`src/rtl/bus_interface_ack_pkg.sv`:
```
// -----------------------------------------------------------------------------
// bus_interface_ack_pkg
// Shared constants and types for the Xosera host-bus front end.
//   CS_ENABLED / CS_DISABLED : levels of the active-low chip select
//   RnW_READ / RnW_WRITE     : levels of the read/not-write line
//   DTACK_ACK / DTACK_NAK    : levels of the active-low DTACK output
//   bus_state_t              : access sequencer states
// -----------------------------------------------------------------------------
package bus_interface_ack_pkg;

    localparam logic CS_ENABLED  = 1'b0;
    localparam logic CS_DISABLED = 1'b1;

    localparam logic RnW_WRITE   = 1'b0;
    localparam logic RnW_READ    = 1'b1;

    localparam logic DTACK_ACK   = 1'b0;
    localparam logic DTACK_NAK   = 1'b1;

    // IDLE: waiting for a CS falling edge
    // WAIT: strobe issued, waiting for ack_i (or timeout)
    // DONE: DTACK asserted until the bus releases CS
    typedef enum logic [1:0] {
        IDLE,
        WAIT,
        DONE
    } bus_state_t;

endpackage

```
`src/rtl/bus_interface_ack_sync.sv`:
```
// -----------------------------------------------------------------------------
// bus_sync
// Single-bit synchroniser of parametrised depth with asynchronous active-low
// reset and a configurable reset value.
//   STAGES    : flop chain depth, 2..4
//   RESET_VAL : value every stage takes during reset
// Ports:
//   i_clk   : system clock
//   i_rst_n : asynchronous active-low reset
//   i_d     : asynchronous input
//   o_first : output of the first stage (fast, not yet metastability-safe)
//   o_q     : fully synchronised output (last stage)
// -----------------------------------------------------------------------------
module bus_sync #(
    parameter int   STAGES    = 2,
    parameter logic RESET_VAL = 1'b0
) (
    input  logic i_clk,
    input  logic i_rst_n,
    input  logic i_d,
    output logic o_first,
    output logic o_q
);

    logic [STAGES-1:0] r_chain;

    // Shift the async input through the chain; stage 0 samples the pin.
    always_ff @(posedge i_clk or negedge i_rst_n) begin
        if (!i_rst_n) begin
            r_chain <= {STAGES{RESET_VAL}};
        end else begin
            r_chain <= {r_chain[STAGES-2:0], i_d};
        end
    end

    assign o_first = r_chain[0];
    assign o_q     = r_chain[STAGES-1];

endmodule

```
`src/rtl/bus_interface_ack.sv`:
```
// -----------------------------------------------------------------------------
// bus_interface_ack
// Host-bus front end: synchronises the asynchronous CPU bus, captures the
// access fields, issues a one-cycle read/write strobe to the register block,
// waits for ack_i (bounded by ACK_TIMEOUT) and then asserts DTACK until the
// CPU releases chip select. Read data is held on bus_data_o while DTACK is on.
// Parameters:
//   DATA_W      : bus data width (8 or 16)
//   REG_W       : register number width
//   SYNC_STAGES : CS synchroniser depth (2..4)
//   ACK_TIMEOUT : max WAIT cycles; 0 means ack is implied after one cycle
// Ports:
//   clk, reset_n_i                   : clock, async active-low reset
//   bus_cs_n_i, bus_rd_nwr_i,
//   bus_reg_num_i, bus_bytesel_i,
//   bus_data_i                       : asynchronous CPU bus inputs
//   bus_data_o, bus_data_oe_o        : read data and pad output enable
//   bus_dtack_n_o                    : DTACK, active low
//   write_strobe_o, read_strobe_o    : one-cycle access strobes
//   reg_num_o, bytesel_o, bytedata_o : captured access fields
//   ack_i, rd_data_i                 : completion and read data from reg block
//   timeout_o                        : one-cycle pulse on access timeout
// -----------------------------------------------------------------------------
module bus_interface_ack
    import bus_interface_ack_pkg::*;
#(
    parameter int DATA_W      = 8,
    parameter int REG_W       = 4,
    parameter int SYNC_STAGES = 2,
    parameter int ACK_TIMEOUT = 15
) (
    input  logic              clk,
    input  logic              reset_n_i,
    input  logic              bus_cs_n_i,
    input  logic              bus_rd_nwr_i,
    input  logic [REG_W-1:0]  bus_reg_num_i,
    input  logic              bus_bytesel_i,
    input  logic [DATA_W-1:0] bus_data_i,
    output logic [DATA_W-1:0] bus_data_o,
    output logic              bus_data_oe_o,
    output logic              bus_dtack_n_o,
    output logic              write_strobe_o,
    output logic              read_strobe_o,
    output logic [REG_W-1:0]  reg_num_o,
    output logic              bytesel_o,
    output logic [DATA_W-1:0] bytedata_o,
    input  logic              ack_i,
    input  logic [DATA_W-1:0] rd_data_i,
    output logic              timeout_o
);

    // A zero timeout still needs a one-bit counter to keep the code legal.
    localparam int CNT_W = (ACK_TIMEOUT > 0) ? $clog2(ACK_TIMEOUT + 1) : 1;
    localparam logic [CNT_W-1:0] CNT_LAST =
        (ACK_TIMEOUT > 0) ? CNT_W'(ACK_TIMEOUT - 1) : '0;

    logic              w_cs_first;
    logic              w_cs_sync;
    logic              w_cs_edge;
    logic              r_cs_last;
    logic              r_rd_nwr;
    logic [REG_W-1:0]  r_reg_num;
    logic              r_bytesel;
    logic [DATA_W-1:0] r_data;
    logic              r_is_read;
    logic [CNT_W-1:0]  r_count;
    bus_state_t        r_state;

    // CS chain resets to "enabled" so a CS already low out of reset is not
    // mistaken for a new access; the bus must release CS first.
    bus_sync #(
        .STAGES    (SYNC_STAGES),
        .RESET_VAL (CS_ENABLED)
    ) u_cs_sync (
        .i_clk   (clk),
        .i_rst_n (reset_n_i),
        .i_d     (bus_cs_n_i),
        .o_first (w_cs_first),
        .o_q     (w_cs_sync)
    );

    // Single input flops for the qualifying bus fields and the CS history bit.
    // These are stable long before the synchronised CS edge reaches the FSM.
    always_ff @(posedge clk or negedge reset_n_i) begin
        if (!reset_n_i) begin
            r_cs_last <= CS_ENABLED;
            r_rd_nwr  <= RnW_WRITE;
            r_reg_num <= '0;
            r_bytesel <= 1'b0;
            r_data    <= '0;
        end else begin
            r_cs_last <= w_cs_sync;
            r_rd_nwr  <= bus_rd_nwr_i;
            r_reg_num <= bus_reg_num_i;
            r_bytesel <= bus_bytesel_i;
            r_data    <= bus_data_i;
        end
    end

    assign w_cs_edge = (w_cs_sync == CS_ENABLED) && (r_cs_last == CS_DISABLED);

    // Access sequencer. Strobes and timeout_o default low every cycle so they
    // can only ever be single-cycle pulses. Abort (CS released while waiting)
    // takes priority over ack, and ack takes priority over timeout.
    always_ff @(posedge clk or negedge reset_n_i) begin
        if (!reset_n_i) begin
            r_state        <= IDLE;
            r_count        <= '0;
            r_is_read      <= 1'b0;
            write_strobe_o <= 1'b0;
            read_strobe_o  <= 1'b0;
            timeout_o      <= 1'b0;
            bus_dtack_n_o  <= DTACK_NAK;
            bus_data_oe_o  <= 1'b0;
            bus_data_o     <= '0;
            reg_num_o      <= '0;
            bytesel_o      <= 1'b0;
            bytedata_o     <= '0;
        end else begin
            write_strobe_o <= 1'b0;
            read_strobe_o  <= 1'b0;
            timeout_o      <= 1'b0;
            case (r_state)
                IDLE: begin
                    if (w_cs_edge) begin
                        reg_num_o      <= r_reg_num;
                        bytesel_o      <= r_bytesel;
                        bytedata_o     <= r_data;
                        r_is_read      <= (r_rd_nwr == RnW_READ);
                        write_strobe_o <= (r_rd_nwr == RnW_WRITE);
                        read_strobe_o  <= (r_rd_nwr == RnW_READ);
                        r_count        <= '0;
                        r_state        <= WAIT;
                    end
                end
                WAIT: begin
                    if (w_cs_first == CS_DISABLED) begin
                        r_state <= IDLE;
                    end else if ((ACK_TIMEOUT == 0) || ack_i) begin
                        bus_dtack_n_o <= DTACK_ACK;
                        bus_data_oe_o <= r_is_read;
                        if (r_is_read) begin
                            bus_data_o <= rd_data_i;
                        end
                        r_state <= DONE;
                    end else if (r_count == CNT_LAST) begin
                        timeout_o     <= 1'b1;
                        bus_dtack_n_o <= DTACK_ACK;
                        bus_data_oe_o <= r_is_read;
                        if (r_is_read) begin
                            bus_data_o <= '1;
                        end
                        r_state <= DONE;
                    end else if (r_count != {CNT_W{1'b1}}) begin
                        r_count <= r_count + CNT_W'(1);
                    end
                end
                DONE: begin
                    if (w_cs_first == CS_DISABLED) begin
                        bus_dtack_n_o <= DTACK_NAK;
                        bus_data_oe_o <= 1'b0;
                        r_state       <= IDLE;
                    end
                end
                default: begin
                    r_state <= IDLE;
                end
            endcase
        end
    end

endmodule

```
`config.mk`:
```
export PLATFORM = sky130hd
export DESIGN_NAME = bus_interface_ack
export DESIGN_NICKNAME = d
export VERILOG_FILES = /design/src/rtl/bus_interface_ack_pkg.sv /design/src/rtl/bus_interface_ack_sync.sv /design/src/rtl/bus_interface_ack.sv
export SDC_FILE = /design/constraint.sdc
export NUM_CORES = 1
export LEC_CHECK = 0
export CAP_MARGIN = 20
export CORE_MARGIN = 2
export CORE_UTILIZATION = 50
export CTS_BUF_LIST = sky130_fd_sc_hd__clkbuf_8
export CTS_CLUSTER_SIZE = 28
export DETAILED_ROUTE_END_ITERATION = 12
export PLACE_DENSITY = 0.89
export SETUP_SLACK_MARGIN = 0.2
export SYNTH_ARGS = -nofsm -noshare
export SYNTH_HDL_FRONTEND = slang
export SYNTH_HIERARCHICAL = 1
export SYNTH_SLANG_ARGS = --single-unit
```
`constraint.sdc`:
```
create_clock -name clk -period 3.2 [get_ports clk]
set_input_delay 0.48 -clock clk [delete_from_list [all_inputs] [get_ports clk]]
set_output_delay 0.48 -clock clk [all_outputs]
set_load 0.005 [all_outputs]
```
After elaboration in Yosys (flattened, before gate mapping) --
Cells that the tools add are included.
Storage, ports and cells: register bits after elaboration 50, word-level logic and storage cells 78
Operators by class: eq/ne operators 12, add/sub/neg operators 1, bitwise operators 3, muxes and demuxes 34, reductions and logical operators 10
Operators by type and width (number):
- 8-bit 2-to-1 mux | 4
- 4-bit 2-to-1 mux | 5
- 1-bit 2-to-1 mux | 16
- 2-bit 2-to-1 mux | 5
- 2-bit != test (second input constant) | 5
- 4-bit case mux with 2 select lines | 1
- 4-bit AND reduction | 2
- 2-bit case mux with 3 select lines | 1
- 6-bit AND reduction | 1
- 2-bit nonzero test | 3
- 4-bit by 1-bit adder with 4-bit output (second input constant) | 1
- 4-bit == test (second input constant) | 1
- 4-bit by 3-bit != test with 1-bit output (second input constant) | 1
- 4-bit != test (second input constant) | 1
- 1-bit case mux with 2 select lines | 2
- 3-bit != test (second input constant) | 1
- 1-bit NOT | 3
- 3-bit AND reduction | 1
- 2-bit by 1-bit == test with 1-bit output (second input constant) | 1
- 2-bit == test (second input constant) | 1
- 2-bit logical NOT | 1
- 2-bit by 1-bit != test with 1-bit output (second input constant) | 1
- 2-bit AND reduction | 1
- 1-bit logical AND | 1

Longest topological paths before layout --
Gate-level depths: netlist of the first run.
depth after elaboration 6, depth in mapped cells 6

Modules after synthesis --
The synthesis of the first run kept the hierarchy.
By module, submodules not included:
- bus_interface_ack | cells an instance 119, seq. area each 1202.4 um^2, area an instance 1800.5 um^2, times used 1
- bus_sync | cells an instance 2, seq. area each 50.0 um^2, area an instance 50.0 um^2, times used 1

Worst setup path after synthesis of the first run --
No wires, ideal clock.
path type flip-flop to flip-flop, start point register r_state[0], end point register r_count[3], cell stages (with the launch flop) 6, slack 1.531 ns, data arrival time 1.543 ns, setup time 0.126 ns, cell sequence dfrtp_1 -> buf_6 -> nor4b_4 -> o21bai_4 -> nand2_2 -> a221o_1
Between the ends: cells in the longest elaborated chain, start to end 3, elaborated cells on any way between the ends 10, classes of those cells eq/ne: 6; mux: 1; reduce/logical: 3
Ends and longest elaborated chain:
- start: declaration | line bus_interface_ack.sv:67 | bus_state_t r_state;
- start signal: assignment | line bus_interface_ack.sv:107 | r_state <= IDLE;
- start signal: assignment | line bus_interface_ack.sv:133 | r_state <= WAIT;
- start signal: assignment | line bus_interface_ack.sv:138 | r_state <= IDLE;
- 2-bit by 1-bit == test with 1-bit output or 2-bit logical NOT (tied branches) | line bus_interface_ack.sv:123 | case (r_state)
- 2-bit != test (no line) or 2-bit nonzero test (tied branches)
- 6-bit AND reduction (no line)
- end signal: assignment | line bus_interface_ack.sv:155 | r_count <= r_count + CNT_W'(1);
- end: declaration | line bus_interface_ack.sv:66 | logic [CNT_W-1:0] r_count;
Several ways; a longest one is shown, not always the timed one. A chain may end at the register's enable or synchronous reset.

Worst setup path after layout of the first run --
start point input port ack_i, end point register r_count[3]
Between the ends: cells in the longest elaborated chain, start to end 2
Ends and longest elaborated chain:
- start: declaration | line bus_interface_ack.sv:47 | input logic ack_i,
- 2-bit != test (no line)
- 6-bit AND reduction (no line)
No other way between the ends.

==> results of run 1 <==
through the flow:
stage               util, %  hold WS (ps)  instances  area, um2
floorplan                 -           184        121       1850
global placement       66.8           415        219       2410
detailed placement     66.8           441        219       2410
CTS                    69.4           405        227       2500
global route           70.0          19.8        228       2520
finish                 70.0          14.2        228       2520
cell usage in the layout, fill, tap and decap left out, drive strengths merged, types with 2 or more instances in the layout:
cell type	n
clkdlybuf4s50	50
dfrtp	49
mux2	24
nand2b	8
clkbuf	6
inv	5
nor2	4
a21oi	3
nand2	3
buf	3
nor3	2
ha	2
nand3	2
cells by family (layout without fill, tap and decap cells):
| family | Yosys count | in the layout | share of synthesized area [%] |
|---|---|---|---|
| flip-flops | 50 | 50 | 67.7 |
| adder cells (fa/ha/maj) | 2 | 2 | 1.35 |
| AO/OA/AOI/OAI | 10 | 10 | 4.33 |
| buffers and inverters | 7 | 66 | 1.89 |
| multiplexers | 25 | 25 | 15.1 |
| AND/OR/NAND/NOR | 27 | 27 | 9.60 |
state kept, by name, summed over array words and instances (netlist names), 2 cells and up:
| signal | cells |
|---|---|
| r_data | 8 |
| r_state | 2 |
| r_count | 4 |
| r_reg_num | 4 |
| bytedata_o | 8 |
| bus_data_o | 8 |
| u_cs_sync/r_chain | 2 |
| reg_num_o | 4 |
per-layer routing:
metal | part of all wire [%] | track usage, %
met5 | 0 | 0
met4 | 1.5 | 6.38
met3 | 8.1 | 5.03
met2 | 49 | 28.5
met1 | 41 | 21.3
cells in the mapped netlist, types with 2 or more instances:
master and count:
a21oi_1 3, dfrtp_1 49, ha_1 2, inv_1 5, mux2_2 24, nand2_1 2
nand2b_1 8, nor2_1 4, nor3_1 2
report_power, final:
group          internal [mW]  switching, mW  total, mW
clock network          0.174          0.194      0.368
logic                  0.278          0.120      0.398
registers              0.748         0.0674      0.816
worst paths after layout:
path / startpoint / endpoint / slack [ps] / depth (start not counted)
setup / recovery: ack_i / r_count[3] / 1360 / 5
hold / removal: reset_n_i / bus_data_o[4] / 10 / 1
setup reg to reg: r_state[0] / r_count[3] / 1400 / 4
hold reg to reg: r_rd_nwr / write_strobe_o / 440 / 1
max in group asynchronous: reset_n_i / bus_dtack_n_o / 2660 / 2
min in group clk: r_rd_nwr / write_strobe_o / 440 / 1
layout make-up:
| class | count | area (um2) | share of cell area [%] |
|---|---|---|---|
| multi-input cells | 64 | 563 | 22.3 |
| clock inverters | 2 | 12.5 | 0.496 |
| well taps | 48 | 60.1 | 2.38 |
| inverters | 5 | 18.8 | 0.744 |
| clock buffers | 6 | 82.6 | 3.27 |
| repair buffers | 53 | 533 | 21.1 |
| flip-flops and latches | 50 | 1250 | 49.7 |
==> metrics.cfg, run 1 <==
[sta]
layout_setup_ws_ps=1360
slew_headroom_pct=76.9
setup_violations=0
rsz0062_at_grt=no
skew_ps=4.78
finalCritPeriodShare_pct=57.6
worstMarginPinSlew_ps=345
maxSlewViolCount=0
period_needed_ps=1840
finalHoldViolations=0
timing.fmax_ghz=0.543
tns_ps=0

[drt]
ant_nets=0
wl_per_cell_um=14.3
routed_via_density=5.11
dr.pass1.iters=4
vias=1165
drc=0
drt_wl_total_mm=3.27
drt-initial-drc-count=28

[synth]
yosys_most_used_dff=dfrtp_1
syn_avg_cell_area_um2=15.3
ys_warn_count=6
synth_edf_count=0
synth_nets=149
ys_seq_elements=50
async_reset_ff_share_pct=100
synth_area_leaders=dfrtp_1 66%, mux2_2 15%, nand2b_1 2.7%
synthCells=121
synth_area_um2=1850
netlist.top_cell.by_area=dfrtp_1
netlist.area_leader.share_pct=66.3
yosysSeqAreaShare_pct=67.7
synth.distinct_cells=31

[placed_design]
globalplace.congestion=0.693
post-place-ws_ps=1030
hpwl_mm=2.38
port_buffers=51

[power_and_ir_drop]
ir_drop_mv=0.490
power_density_nw_per_um2=627
p_leak_nw=1.09
report.power.total_mw=1.58

[die]
dieArea_um2=4200
core-area_um2=3610
die_h_um=64.8
ios=52
fp-row-count=22
start_util_pct=51.3
dieWidth_um=64.8

[critical_path]
cp_slowest_cell=clkdlybuf4s50_1
critical_path_required_ps=3390
critPathMaxStageDelay_ps=580
cp_num_buf_inv=1
cp_cell_sequence=clkdlybuf4s50_1, a31o_2, o21bai_4, nand2_2, a221o_1
critical_path_class=in -> reg
critPathArrivalTime_ps=2030
cp_top_family=compound AO/OA/AOI/OAI gates
startpoint_type=primary input
worst_setup_path_end_kind=flop
worstPathMaxFanout=10

[clock_network]
clk_pin_slew_ps=80
cts_hold_buffers=0
h-tree-depth=2
cts.sinks=50
cts_root_buf=clkbuf_8
clock_latency_ps=300
cts-buffers-inserted=5
clockBufferDepth=2
ctsResizeCount=0
cts_tree=done
cts_setup_buffers=0

[grt]
grt_pass1_vias=1224
grt_pass1_wl_mm=5.49
grt_use_total_pct=17.2
grt_max_degree=51
antenna_found_initial=0
gr-total-overflow=0

[finish]
fillers=253
area_growth_pct=36.3
nets=207
diodes=0
drive_above_1_share_pct=22.8

[worst_hold_path]
hold_path.class=in -> async

[status]
status=completed

[job]
drv_cap=0

(Power assumes the default switching activity.)
==> run 2: changes to the inputs <==
CORE_UTILIZATION = 44   (was 50)
PLACE_DENSITY = 0.83   (was 0.89)
clock period = 1.66 ns   (was 3.2 ns; I/O delays follow)
==> run 2 against run 1 <==
- setup slack worse by 1300 ps
- power is 100% higher
- clock skew is 1.8 ps higher
- design area is 11% higher
- non-clock buffer count is 17 higher
- combinational power is 140% higher
- global-route usage is 0.78 points higher
==> metrics.cfg, run 2 (same netlist as run 1, synthesis figures left out) <==
[status]
status=completed

[finish]
drive_above_1_share_pct=33.0  ; +10 points
largest_registers=bus_data_o (8), bytedata_o (8), r_data (8)
layout_common_cells=48 x dfrtp_1, 42 x clkdlybuf4s50_1, 15 x mux2_4, 14 x buf_4, 9 x mux2_2
area_growth_pct=51.2
nets=224  ; +8.2%
layout_commonest_cell=dfrtp_1
fin_area_um2=2800  ; +11%
fillers=279  ; +10%
diodes=0  ; unchanged

[drt]
vias=1231  ; +5.7%
dr.pass1.iters=4  ; unchanged
drt-initial-drc-count=56  ; +100%
drt_wl_total_mm=3.82  ; +17%
wl_per_cell_um=15.4  ; +7.9%
drc=0  ; unchanged
routed_via_density=4.98  ; -2.5%
ant_nets=0  ; unchanged

[critical_path]
r2r_setup_slack_ps=80  ; -1320 ps
rr_worst_depth=6  ; +2
critical_path_required_ps=1840  ; -1550 ps
r2r-end=r_count[3]
critical_path_class=reg -> reg
startpoint_type=flop
worstPathMaxFanout=3  ; -7
worst_setup_path_end_kind=flop
critPathArrivalTime_ps=1770  ; -260 ps
crit_path_end=r_count[3]
rr_startpoint=r_count[0]
startpoint=r_count[0]

[sta]
finalCritPeriodShare_pct=95.3
period_needed_ps=1580
timing.fmax_ghz=0.632
maxSlewViolCount=0  ; unchanged
worstMarginPinSlew_ps=485  ; +141 ps
whs_ps=383  ; +369 ps
setup_violations=0  ; unchanged
rsz0062_at_grt=yes
finalHoldViolations=0  ; unchanged
slew_headroom_pct=67.6  ; -9.3 points
tns_ps=0  ; unchanged
skew_ps=6.55  ; +1.76 ps

[die]
die_h_um=68.9  ; +6.2%
fp-row-count=23  ; +4.5%
core-area_um2=4030  ; +12%
dieArea_um2=4740  ; +13%
start_util_pct=45.9  ; -5.4 points
ios=52  ; unchanged
dieWidth_um=68.9  ; +6.2%

[clock_network]
cts.sinks=50  ; unchanged
clockBufferDepth=2  ; unchanged
h-tree-depth=2  ; unchanged
cts_root_buf=clkbuf_8
clock_latency_ps=300  ; about the same
cts_tree=done
cts-buffers-inserted=5  ; unchanged
clk_pin_slew_ps=90  ; about the same

[placed_design]
hpwl_mm=2.61  ; +9.6%
port_buffers=51  ; unchanged
globalplace.congestion=0.792  ; +14%
dpl_cell_area_um2=2490  ; +3.3%

[grt]
antenna_found_initial=0  ; unchanged
grt_use_total_pct=17.9  ; +0.78 points
grt_pass1_wl_mm=6.03  ; +9.8%
gr-total-overflow=0  ; unchanged
grt_max_degree=31  ; -39%
grt_pass1_vias=1357  ; +11%

[job]
drv_cap=0  ; unchanged

[worst_hold_path]
hold_path.class=in -> reg

[power_and_ir_drop]
ir_drop_mv=0.975  ; +99%
p_leak_nw=1.31  ; +20%
power_density_nw_per_um2=1160  ; +85%
report.power.total_mw=3.24  ; +100%

-- run 2: layout make-up --
cell class                 count  area, um2  area share [%]
inverter                       5       18.8           0.671
multi-input combinational     64        664            23.7
clock buffer                   6       82.6            2.95
clock inverter                 2       12.5           0.447
timing repair buffer          70        703            25.1
sequential                    50       1250            44.8
tap                           50       62.6            2.24
-- run 2: stage by stage --
step / std cells / util (%) / setup WS (ps)
finish: 247 / 69.4 / 78.6
global route: 247 / 69.4 / 53.7
CTS: 244 / 67.2 / 121
detailed placement: 226 / 61.7 / -4.71
global placement: 226 / 61.7 / 68.8
floorplan: 121 / - / 38.1
-- run 2: how the worst min path moves through the flow --
stage / start / endpoint / slack, ps / cells after the start
2_1_floorplan: reset_n_i / bus_data_o[0] / -50 / 0
3_3_place_gp: reset_n_i / r_data[2] / 230 / 1
3_5_place_dp: reset_n_i / bytedata_o[2] / 240 / 1
4_1_cts: bus_reg_num_i[2] / r_reg_num[2] / 370 / 1
5_1_grt: bus_rd_nwr_i / r_rd_nwr / 380 / 1
6_report: bus_bytesel_i / r_bytesel / 380 / 1
-- run 2: per-layer routing --
metal	share of wire, %	GRT usage (%)
met4	2.0	9.07
met2	52	31.1
met1	39	20.0
met5	0	0
met3	7.1	5.19
-- run 2: report_power, final --
part	switching, mW	internal [mW]
logic	0.287	0.654
clock network	0.382	0.335
registers	0.137	1.44
total	0.805	2.43
-- run 2: critical path, stage by stage (launching register included) --
cell and delay [ps]:
dfrtp_1 410, inv_2 80, ha_4 170, a31o_4 240, o21bai_4 150, nand2_2 90, a221o_1 330
-- run 2: what timing repair did --
| item | 4_1_cts | 5_1_grt |
|---|---|---|
| pin swaps | 6 | 5 |
| resized for setup | 14 | 20 |
| hold buffers | 1 | 0 |
| buffers inserted | 8 | 3 |
| cloned | 1 | 0 |
| setup endpoints to repair | 28 | 35 |
| endpoints found under the hold margin | 19 | 0 |
==> RTL change 1, RTL diff (config.mk and constraints of run 2) <==
Re-encode `bus_state_t` (3 states) as one-hot, 3 bits wide.
--- a/src/rtl/bus_interface_ack_pkg.sv
+++ b/src/rtl/bus_interface_ack_pkg.sv
@@ -22,6 +22,6 @@
     // DONE: DTACK asserted until the bus releases CS
-    typedef enum logic [1:0] {
-        IDLE,
-        WAIT,
-        DONE
+    typedef enum logic [2:0] {
+        IDLE = 3'b001,
+        WAIT = 3'b010,
+        DONE = 3'b100
     } bus_state_t;
Behaviour: same outputs for any inputs over 10 cycles, from zero or initial values and one cycle with reset_n_i low; not proved beyond that.
==> RTL change 1 against run 2 <==
Setup slack gained 0.062 ns. Synthesized cell count grew 36%. Sequential power shrank 8%. Design area grew 1.3%. Synthesized area grew 3.7%. Clock skew grew 0.00063 ns. Global-route usage grew 0.19 points. Die area grew 3.4%. Sequential cell count grew 1. Hold slack lost 0.0014 ns. Power shrank 13%. Routed wire length grew 12%. Critical path type unchanged.
==> RTL change 1: results (changes against run 2) <==
status=finished, final reports clean (unchanged); fin worst setup slack=0.1407 ns (was 0.07859 ns); first-pass GRT wire length=7.010 mm (was 6.030 mm); Worst Clk Skew=0.007176 ns (was 0.006547 ns); Post-CTS Resized=5 (was 14); syn_area_per_cell=11.62 um^2 (was 15.29 um^2); Leak=1.352 nW (was 1.306 nW); Synth Net Count=193 (was 149); WL/cell=14.74 um (was 15.45 um); largest net degree at the start of global routing=34 (was 31); global placer's final weighted congestion=0.7850 (was 0.7923); Top delay family on crit path=simple AND/OR/NAND/NOR gates (was compound AO/OA/AOI/OAI gates); fill cell count=317 (was 279); Worst path slowest cell=dfrtp_2 (was dfrtp_1); CP max FO=4 (was 3); peak supply drop=0.5713 mV (was 0.9748 mV); Post-CTS Setup Inserts=6 (was 8); vias in the first global route=1,581 (was 1,357); post-synthesis sequential area ratio=0.6667 (was 0.6768); drt pass-1 iters=6 (was 4); sw frac=0.2338 (was 0.2487); type of the most critical hold path=reg -> reg (was in -> reg); layout cell share with drive strength beyond 1=0.1925 (was 0.3299); Setup WS pre-CTS=-0.03190 ns (was -0.004713 ns); DP Area=2561 um^2 (was 2487 um^2); DP HPWL=2.717 mm (was 2.611 mm); Post-synth top cells=dfrtp_1 (49), nand2_1 (45), nor2_1 (9) (was dfrtp_1 (49), mux2_2 (24), nand2b_1 (8)); routed via count=1,526 (was 1,231); Netlist cell types=38 (was 31); placed instance count=273 (was 226)
## RTL change 1: cells by family after synthesis
logic type	Yosys count	share of synthesized area
AOI/OAI and AO/OA	27	0.1050
xor gates and xnor gates	2	0.009134
adders and majority gates	2	0.01304
buffers and inverters	11	0.03066
DFF	51	0.6667
muxes	1	0.005219
and+or+nand+nor	71	0.1703
## RTL change 1: final cells by class
cell class / count / area share
clock buffer: 5 / 0.02428
inverter: 3 / 0.003974
clock inverter: 2 / 0.01192
tap: 52 / 0.02296
sequential: 51 / 0.4521
multi-input combinational: 103 / 0.2283
timing repair buffer: 75 / 0.2565
## RTL change 1: final timing paths
| path | endpoint | cells past startpoint | from |
|---|---|---|---|
| worst min-delay path | r_cs_last | 0 | u_cs_sync/r_chain[1] |
| worst max register to register | r_count[0] | 4 | r_count[1] |
| max in group asynchronous | bus_dtack_n_o | 3 | reset_n_i |
| worst min register to register | r_cs_last | 0 | u_cs_sync/r_chain[1] |
| worst max-delay path | r_count[0] | 4 | r_count[1] |
| min in group asynchronous | bytedata_o[1] | 2 | reset_n_i |
## RTL change 1: power groups by stage
| stage | Combinational (mW) | Clock (mW) | Sequential, mW |
|---|---|---|---|
| floorplan | 0.155 | 0 | 1.48 |
| CTS | 0.536 | 0.832 | 1.46 |
| global route | 0.605 | 0.891 | 1.48 |
| finish | 0.548 | 0.817 | 1.46 |
| detailed placement | 0.519 | 0 | 1.48 |
| global placement | 0.503 | 0 | 1.48 |
## RTL change 1: layer usage
metal / vias up / GRT usage / share of wire
met5: - / 0 / 0
met4: 0 / 0.06197 / 0.014
met3: 9 / 0.06061 / 0.062
met2: 57 / 0.2815 / 0.49
met1: 751 / 0.2406 / 0.44
li1: 709 / - / -
==> RTL change 2, RTL diff (settings of run 2) <==
Made on the original files. The parameter `REG_W` goes from 4 to 6.
--- a/src/rtl/bus_interface_ack.sv
+++ b/src/rtl/bus_interface_ack.sv
@@ -27,3 +27,3 @@
     parameter int DATA_W      = 8,
-    parameter int REG_W       = 4,
+    parameter int REG_W       = 6,
     parameter int SYNC_STAGES = 2,
Interface: changed (resized bus_reg_num_i and reg_num_o); port bits go from 52 to 56. No check against the original RTL was run, so the function may have changed too.
==> RTL change 2 against run 2 <==
Design area up 15%. Sequential share of layout area fell by 2.6 points. Critical endpoint is now r_count[1]. Sequential power is 10% higher. Global-route usage down 3.0 points. Synthesized area increased by 8.2%. Routed wire length rose by 12%. Via count up 14%. Power is 13% higher. Clock power up 15%. Setup slack lost 0.043 ns. Sequential cell count rose by 4.
==> RTL change 2: results (changes against run 2) <==
status=finished, final reports clean (unchanged); sw frac=0.2584 (was 0.2487); worst hold start=bus_data_i[1] (was bus_bytesel_i); CP arrival=1.83 ns (was 1.77 ns); htree depth=2 (unchanged); DP Area=2681 um^2 (was 2487 um^2); largest net degree at the start of global routing=23 (was 31); first-pass GRT wire length=5.892 mm (was 6.030 mm); P_comb=1.11 mW (was 0.941 mW); WL/cell=15.17 um (was 15.45 um); Synth Net Count=173 (was 149); peak supply drop=0.6633 mV (was 0.9748 mV); Cells after Synth=143 (was 121); Clock Pin Slew Worst Setup and Hold Paths=0.10 ns; synthesized-area fraction occupied by adder cells=0.01250 (was 0.01352); placed instance count=254 (was 226); CP max FO=4 (was 3); global placer's final weighted congestion=0.7921 (was 0.7923); layout cell share with drive strength beyond 1=0.3522 (was 0.3299); met3 routed WL=266 um (was 272 um); routed via count=1,403 (was 1,231); DP HPWL=2.451 mm (was 2.611 mm); port bufs=55 (was 51); Post-CTS Setup Inserts=7 (was 8); met2 wire len=2.147 mm (was 1.978 mm); post-synthesis sequential area ratio=0.6756 (was 0.6768); Hold EP=r_data[1] (was r_bytesel); post-route insts no fill=282 (was 247); setup slack, reg-to-reg=0.04 ns (was 0.08 ns); Post-synth top cells=dfrtp_1 (53), mux2_2 (17), o21ai_0 (11) (was dfrtp_1 (49), mux2_2 (24), nand2b_1 (8)); largest cells by area after synthesis=dfrtp_1 (66%), mux2_2 (9.6%), nor2b_1 (2.8%), o21ai_0 (2.8%), nand2_1 (1.9%) (was dfrtp_1 (66%), mux2_2 (15%), nand2b_1 (2.7%), dfstp_2 (1.4%), ha_1 (1.4%)); Post-CTS Resized=9 (was 14); Nets=259 (was 224); routed length on met1=1.836 mm (was 1.489 mm); CTS Hold Bufs=1 (unchanged); Synth Area in Compound Gates=0.06375 (was 0.04327); vias in the first global route=1,305 (was 1,357); Netlist cell types=30 (was 31); Total GRT Usage=0.1494 (was 0.1794); drt pass-1 iters=6 (was 4)
## RTL change 2: routing by layer
| layer | vias to the layer above | track usage |
|---|---|---|
| li1 | 659 | - |
| met1 | 687 | 0.2111 |
| met2 | 55 | 0.2150 |
| met3 | 2 | 0.05345 |
| met4 | 0 | 0.05241 |
| met5 | - | 0 |
## RTL change 2: worst max-delay path by stage
stage | end | depth (start not counted) | slack [ns] | from
after floorplan | r_count[0] | 6 | 0.006 | r_count[0]
after global placement | r_count[0] | 5 | -0.07 | ack_i
after detailed placement | r_count[0] | 5 | -0.08 | ack_i
after CTS | r_count[0] | 6 | 0.03 | r_count[0]
after global routing | r_count[0] | 6 | -0.02 | r_count[0]
final | r_count[1] | 6 | 0.04 | r_count[0]
## RTL change 2: final cells by class
cell class	instances	area [um^2]	area share
Clock buffer	8	110.1	0.03436
Sequential cell	54	1354	0.4225
Tap cell	52	65.06	0.02030
Multi-Input combinational cell	81	778.2	0.2429
Timing Repair Buffer	84	885.9	0.2765
Inverter	3	11.26	0.003514
